==> config.mk <==
export PLATFORM = sky130hd
export DESIGN_NAME = instr_fetch_queue
export DESIGN_NICKNAME = d
export VERILOG_FILES = /design/src/rtl/instr_fetch_queue_pkg.sv /design/src/rtl/instr_fetch_queue.sv
export SDC_FILE = /design/constraint.sdc
export NUM_CORES = 1
export LEC_CHECK = 0
export CAP_MARGIN = 0
export CORE_ASPECT_RATIO = 2
export CORE_UTILIZATION = 50
export CTS_BUF_LIST = sky130_fd_sc_hd__clkbuf_8
export DETAILED_ROUTE_END_ITERATION = 10
export GPL_ROUTABILITY_DRIVEN = 0
export PLACE_DENSITY = 0.75
export REMOVE_ABC_BUFFERS = 1
export SLEW_MARGIN = 20
export SYNTH_ARGS = -nofsm -noshare
export SYNTH_HDL_FRONTEND = slang
export SYNTH_SLANG_ARGS = --single-unit
==> constraint.sdc <==
create_clock -name clk -period 7.1 [get_ports clk]
set_input_delay 0.71 -clock clk [delete_from_list [all_inputs] [get_ports clk]]
set_output_delay 0.71 -clock clk [all_outputs]
set_load 0.02 [all_outputs]
==> src/rtl/instr_fetch_queue_pkg.sv <==
// instr_fetch_queue_pkg
//   Shared CPU-side types for the fetch/decode boundary: the queued fetch
//   entry and the CP0 ExcCode values fetch can raise.
package instr_fetch_queue_pkg;

  // CP0 ExcCode values raised at fetch time
  localparam logic [4:0] EXC_ADEL = 5'h04;  // address error on instruction load
  localparam logic [4:0] EXC_TLBL = 5'h02;  // ITLB refill / invalid

  typedef struct packed {
    logic [31:0] pc;
    logic [31:0] instr;
    logic        exc;
    logic [4:0]  exc_code;
  } fetch_entry_t;

  // Build the stored form of a fetched word. A faulting fetch carries no
  // usable instruction, so its word becomes a nop (32'h0) and decode
  // produces no register write; exc_code is zeroed for clean entries.
  function automatic fetch_entry_t make_entry(input logic [31:0] pc,
                                              input logic [31:0] instr,
                                              input logic        exc,
                                              input logic [4:0]  exc_code);
    fetch_entry_t e;
    e.pc       = pc;
    e.instr    = exc ? 32'h0 : instr;
    e.exc      = exc;
    e.exc_code = exc ? exc_code : 5'h0;
    return e;
  endfunction

endpackage

==> src/rtl/instr_fetch_queue.sv <==
// instr_fetch_queue
//   Decoupling FIFO between instruction fetch and decode. Holds up to DEPTH
//   fetched words with PC and fetch exception; the oldest entry is presented
//   to decode. A redirect (flush) discards everything in one edge.
// Ports:
//   clk, rst                 clock, synchronous active-high reset
//   flush                    redirect: empty the queue this edge
//   in_valid/in_ready        fetch handshake; in_pc, in_instr, in_exc, in_exc_code
//   out_valid/out_ready      decode handshake; out_pc, out_instr, out_exc, out_exc_code
//   count                    occupancy 0..DEPTH
module instr_fetch_queue
  import instr_fetch_queue_pkg::*;
#(
  parameter int DEPTH = 8,
  localparam int PTR_W = $clog2(DEPTH)
) (
  input  logic             clk,
  input  logic             rst,
  input  logic             flush,
  input  logic             in_valid,
  output logic             in_ready,
  input  logic [31:0]      in_pc,
  input  logic [31:0]      in_instr,
  input  logic             in_exc,
  input  logic [4:0]       in_exc_code,
  output logic             out_valid,
  input  logic             out_ready,
  output logic [31:0]      out_pc,
  output logic [31:0]      out_instr,
  output logic             out_exc,
  output logic [4:0]       out_exc_code,
  output logic [PTR_W:0]   count
);

  localparam logic [PTR_W:0] FULL = (PTR_W+1)'(DEPTH);

  fetch_entry_t       mem [DEPTH];
  fetch_entry_t       head;
  logic [PTR_W-1:0]   rd_ptr, wr_ptr;
  logic               push, pop;

  // in_ready looks only at occupancy: a full queue refuses a push even if
  // decode pops in the same cycle, keeping in_ready off the out_ready path.
  assign in_ready  = (count != FULL);
  assign out_valid = (count != '0);

  assign push = in_valid & in_ready  & ~flush;
  assign pop  = out_valid & out_ready & ~flush;

  // Pointers and occupancy. DEPTH is a power of two, so the +1 wraps
  // DEPTH-1 -> 0 on its own with no bubble.
  always_ff @(posedge clk) begin
    if (rst || flush) begin
      rd_ptr <= '0;
      wr_ptr <= '0;
      count  <= '0;
    end else begin
      if (push) wr_ptr <= wr_ptr + PTR_W'(1);
      if (pop)  rd_ptr <= rd_ptr + PTR_W'(1);
      case ({push, pop})
        2'b10:   count <= count + (PTR_W+1)'(1);
        2'b01:   count <= count - (PTR_W+1)'(1);
        default: count <= count;
      endcase
    end
  end

  // Storage carries no reset; only pointers qualify its contents. push is
  // already gated by flush; rst is added so nothing lands during reset.
  always_ff @(posedge clk) begin
    if (push && !rst)
      mem[wr_ptr] <= make_entry(in_pc, in_instr, in_exc, in_exc_code);
  end

  // Head is read straight out of storage: an entry written at edge N shows
  // after edge N, with no same-cycle bypass from the input.
  assign head         = mem[rd_ptr];
  assign out_pc       = head.pc;
  assign out_instr    = head.instr;
  assign out_exc      = head.exc;
  assign out_exc_code = head.exc_code;

endmodule

==> summary.md <==
| Metric | Value |
|---|---|
| Clk root buf | clkbuf_8 |
| Die height | 298 µm |
| Clock tree from TritonCTS | yes |
| Met2 Use GR | 0.354 |
| DRT Pass-1 Iters | 4 |
| Synth Instances | 930 |
| Status | finished clean |
| Drt first-iter violations | 596 |
| Slew headroom | 0.351 |
| Worst vdd rail ir drop | 0.119 mV |
| WHS | 0.483 ns |
| # Max-Cap Violations | 0 |
| Sequential element share of the synthesized area | 0.779 |
| LEAKAGE | 7.86 nW |
| First-pass GRT wire length | 64400 µm |
| Post-cts repair resize count | 0 |
| Number of flops mapped to enable cells by yosys | 560 |
| CTS clock-pin slew for the worst setup and hold paths | 0.07 ns |
| Hpwl dp | 22900 µm |
| Top_reg_cell synth | edfxtp_1 |
| Reg-to-reg endpoint | mem[5][17] |
| Fin crit share | 0.599 |
| TritonCTS Buffers | 75 |
| Placed Instances | 1601 |
| Met1 Use GR | 0.238 |
| Worst endpoint data arrival time | 3.55 ns |
| Clock sinks | 573 |
| R2R setup slack | 3.74 ns |
| Worst Path Required | 6.39 ns |
| Initial Utilization | 0.505 |
| Ys async rst share | 0 |
| Clk_skew | 0.0259 ns |
| Hold Path Cell Cnt | 2 |
| Pin count of the biggest net entering global routing | 90 |
| Min cycle time layout | 4.26 ns |
| Remaining Overflow, GRT | 0 |
| Vias in the first global route | 11000 |
| Met3 usage | 0.0334 |
| CP Launch Type | flop |
| Via Count | 9901 |
| Max Slew Vio Count | 0 |
| Hold Buf Count CTS | 0 |
| Area leader, netlist | edfxtp_1 |
| Post-CTS Setup Repair Bufs | 0 |
| Worst reg2reg path startpoint | count[1] |
| Post-DR wirelength/cell | 24.2 µm |
| Final setup violation count | 0 |
| Setup TNS Final | 0 ns |
| Longest Clk Path Bufs | 3 |
| Syn. warnings | 0 |
| Die area | 0.0447 mm² |
| FF/Latch Area | 0.0171 mm² |
| Cell row count | 108 |
| Area of the multi-input gates | 0.00462 mm² |
| Seq cells post-synth | 573 |
| Synth cell types | 28 |
| Total wire length | 42000 µm |
| Achievable frequency | 0.235 GHz |
| Fillers | 3033 |
| DRC | 0 |
| Avg Inst Size Synth | 23.6 µm² |
| Worst Setup Path Type | reg2out |
| Fraction of layout instances using a drive strength above 1 | 0.287 |
| RSZ-0062 raised after global routing | false |
| Final #Nets | 1208 |
| Final ANT Viol Nets | 0 |
| Share of the synthesized area in the top cell type | 0.767 |
| H-tree levels | 3 |
| DIE WIDTH | 150 µm |
| Crit. End Element | output pin |
| Worst Hold Class | reg2reg |
| Clk_lat worst skew | 0.63 ns |
| Gr busiest metal | met2 |
| Critical path peak fanout | 89 |
| Layout area overhead | 16.0% |
| Initial antenna violation count | 1 |
| Most frequent cells after synthesis | 560 x edfxtp_1, 140 x mux4_2, 70 x mux2_2 |
| GRT Util Overall | 0.199 |
| IO buf count | 150 |
| Hold Fails Final Rpt | 0 |
| HP Start | rd_ptr[1] |
| Top-count cell post-synth | edfxtp_1 |
| Number of I/O pins | 151 |
| Cell area after synthesis | 0.0219 mm² |
| Core area | 0.0434 mm² |
| Via/cell ratio | 5.71 |
| Total power | 6.20 mW |
| Final core area utilization | 0.586 |
| PD cells | 244 mW/mm² |
| Non-Filler Instances | 1735 |
| R2R depth | 5 |
| Worst-Margin Slew | 0.974 ns |
| Most area-consuming cells after synthesis | edfxtp_1 77%, mux4_2 14%, mux2_2 3.6%, dfxtp_1 1.2%, nor2b_1 0.94% |
==> per-layer routing <==
| layer | routed length, µm | vias up |
|---|---|---|
| li1 | - | 4307 |
| met1 | 15800 | 5241 |
| met2 | 23300 | 283 |
| met3 | 1920 | 70 |
| met4 | 1020 | 0 |
| met5 | 0 | - |
==> state kept, by name, summed over array words and instances (netlist names), named ones only <==
| name | cells |
|---|---|
| count | 4 |
| mem | 560 |
| wr_ptr | 3 |
| rd_ptr | 3 |
==> metrics by stage <==
| step | worst slack, ns | area (µm²) |
|---|---|---|
| 3_5_place_dp | 3.08 | 24000 |
| 6_report | 2.84 | 25400 |
| 3_3_place_gp | 3.12 | 24000 |
| 2_1_floorplan | -0.371 | 21600 |
| 4_1_cts | 2.70 | 25400 |
| 5_1_grt | 2.58 | 25400 |
==> where the power goes <==
group	total (mW)	leakage (nW)	switching, mW	internal [mW]
clock	2.26	0.783	1.16	1.10
sequential	3.73	5.20	0.00644	3.73
combinational	0.211	1.88	0.110	0.100
==> how the worst max path moves through the flow <==
| stage | startpoint | endpoint | depth (start not counted) |
|---|---|---|---|
| after detailed placement | flush | mem[5][66] | 5 |
| after global placement | flush | mem[5][66] | 5 |
| final | flop | out_instr[6] | 4 |
| after floorplan | flop | out_exc | 2 |
| after global routing | flop | out_instr[12] | 4 |
| after CTS | flop | out_instr[6] | 4 |
==> critical path, stage by stage, from the launching register on <==
cell	delay, ns
dfxtp_4	0.71
buf_12	0.63
mux4_2	0.61
mux2_2	0.32
clkdlybuf4s50_1	0.55
==> cell usage in the layout, fill, tap and decap left out, types with 2 or more instances in the layout <==
| cell | netlist | final |
|---|---|---|
| or2_2 | 2 | 2 |
| clkbuf_8 | 0 | 77 |
| nand2_1 | 6 | 6 |
| dfxtp_4 | 0 | 3 |
| xor2_1 | 7 | 7 |
| nand3_1 | 5 | 5 |
| ha_1 | 5 | 5 |
| inv_1 | 0 | 19 |
| nor2_4 | 0 | 6 |
| and2_1 | 5 | 5 |
| buf_4 | 0 | 16 |
| clkinv_2 | 0 | 12 |
| o21ai_0 | 3 | 3 |
| edfxtp_1 | 560 | 560 |
| clkinvlp_4 | 0 | 2 |
| inv_6 | 0 | 2 |
| mux2_2 | 70 | 70 |
| nor2b_1 | 33 | 33 |
| or3_1 | 2 | 2 |
| bufinv_16 | 0 | 2 |
| nand4_1 | 2 | 2 |
| a21oi_1 | 4 | 4 |
| mux4_2 | 140 | 140 |
| nor3_2 | 0 | 2 |
| clkdlybuf4s50_1 | 0 | 149 |
| inv_8 | 0 | 3 |
| dfxtp_1 | 13 | 10 |
| nor2_1 | 16 | 10 |
| buf_12 | 0 | 2 |
| nand2b_1 | 2 | 2 |
| clkinv_1 | 0 | 16 |
==> final cells by class <==
| type | count | share of cell area |
|---|---|---|
| diodes | 1 | 0.0000984 |
| clock buffers | 77 | 0.0417 |
| clock inverters | 56 | 0.0125 |
| multi-input cells | 310 | 0.182 |
| flip-flops and latches | 573 | 0.672 |
| well taps | 550 | 0.0271 |
| repair buffers | 168 | 0.0651 |
==> cells by family after synthesis <==
kind of cell | share of synthesized area
fa+ha+maj | 0.00285
flops | 0.779
xor+xnor | 0.00280
compound gates | 0.00200
buf+inv | 0.0127
simple gates | 0.0202
mux | 0.180
Note: power is estimated with default switching activity, not from simulation.
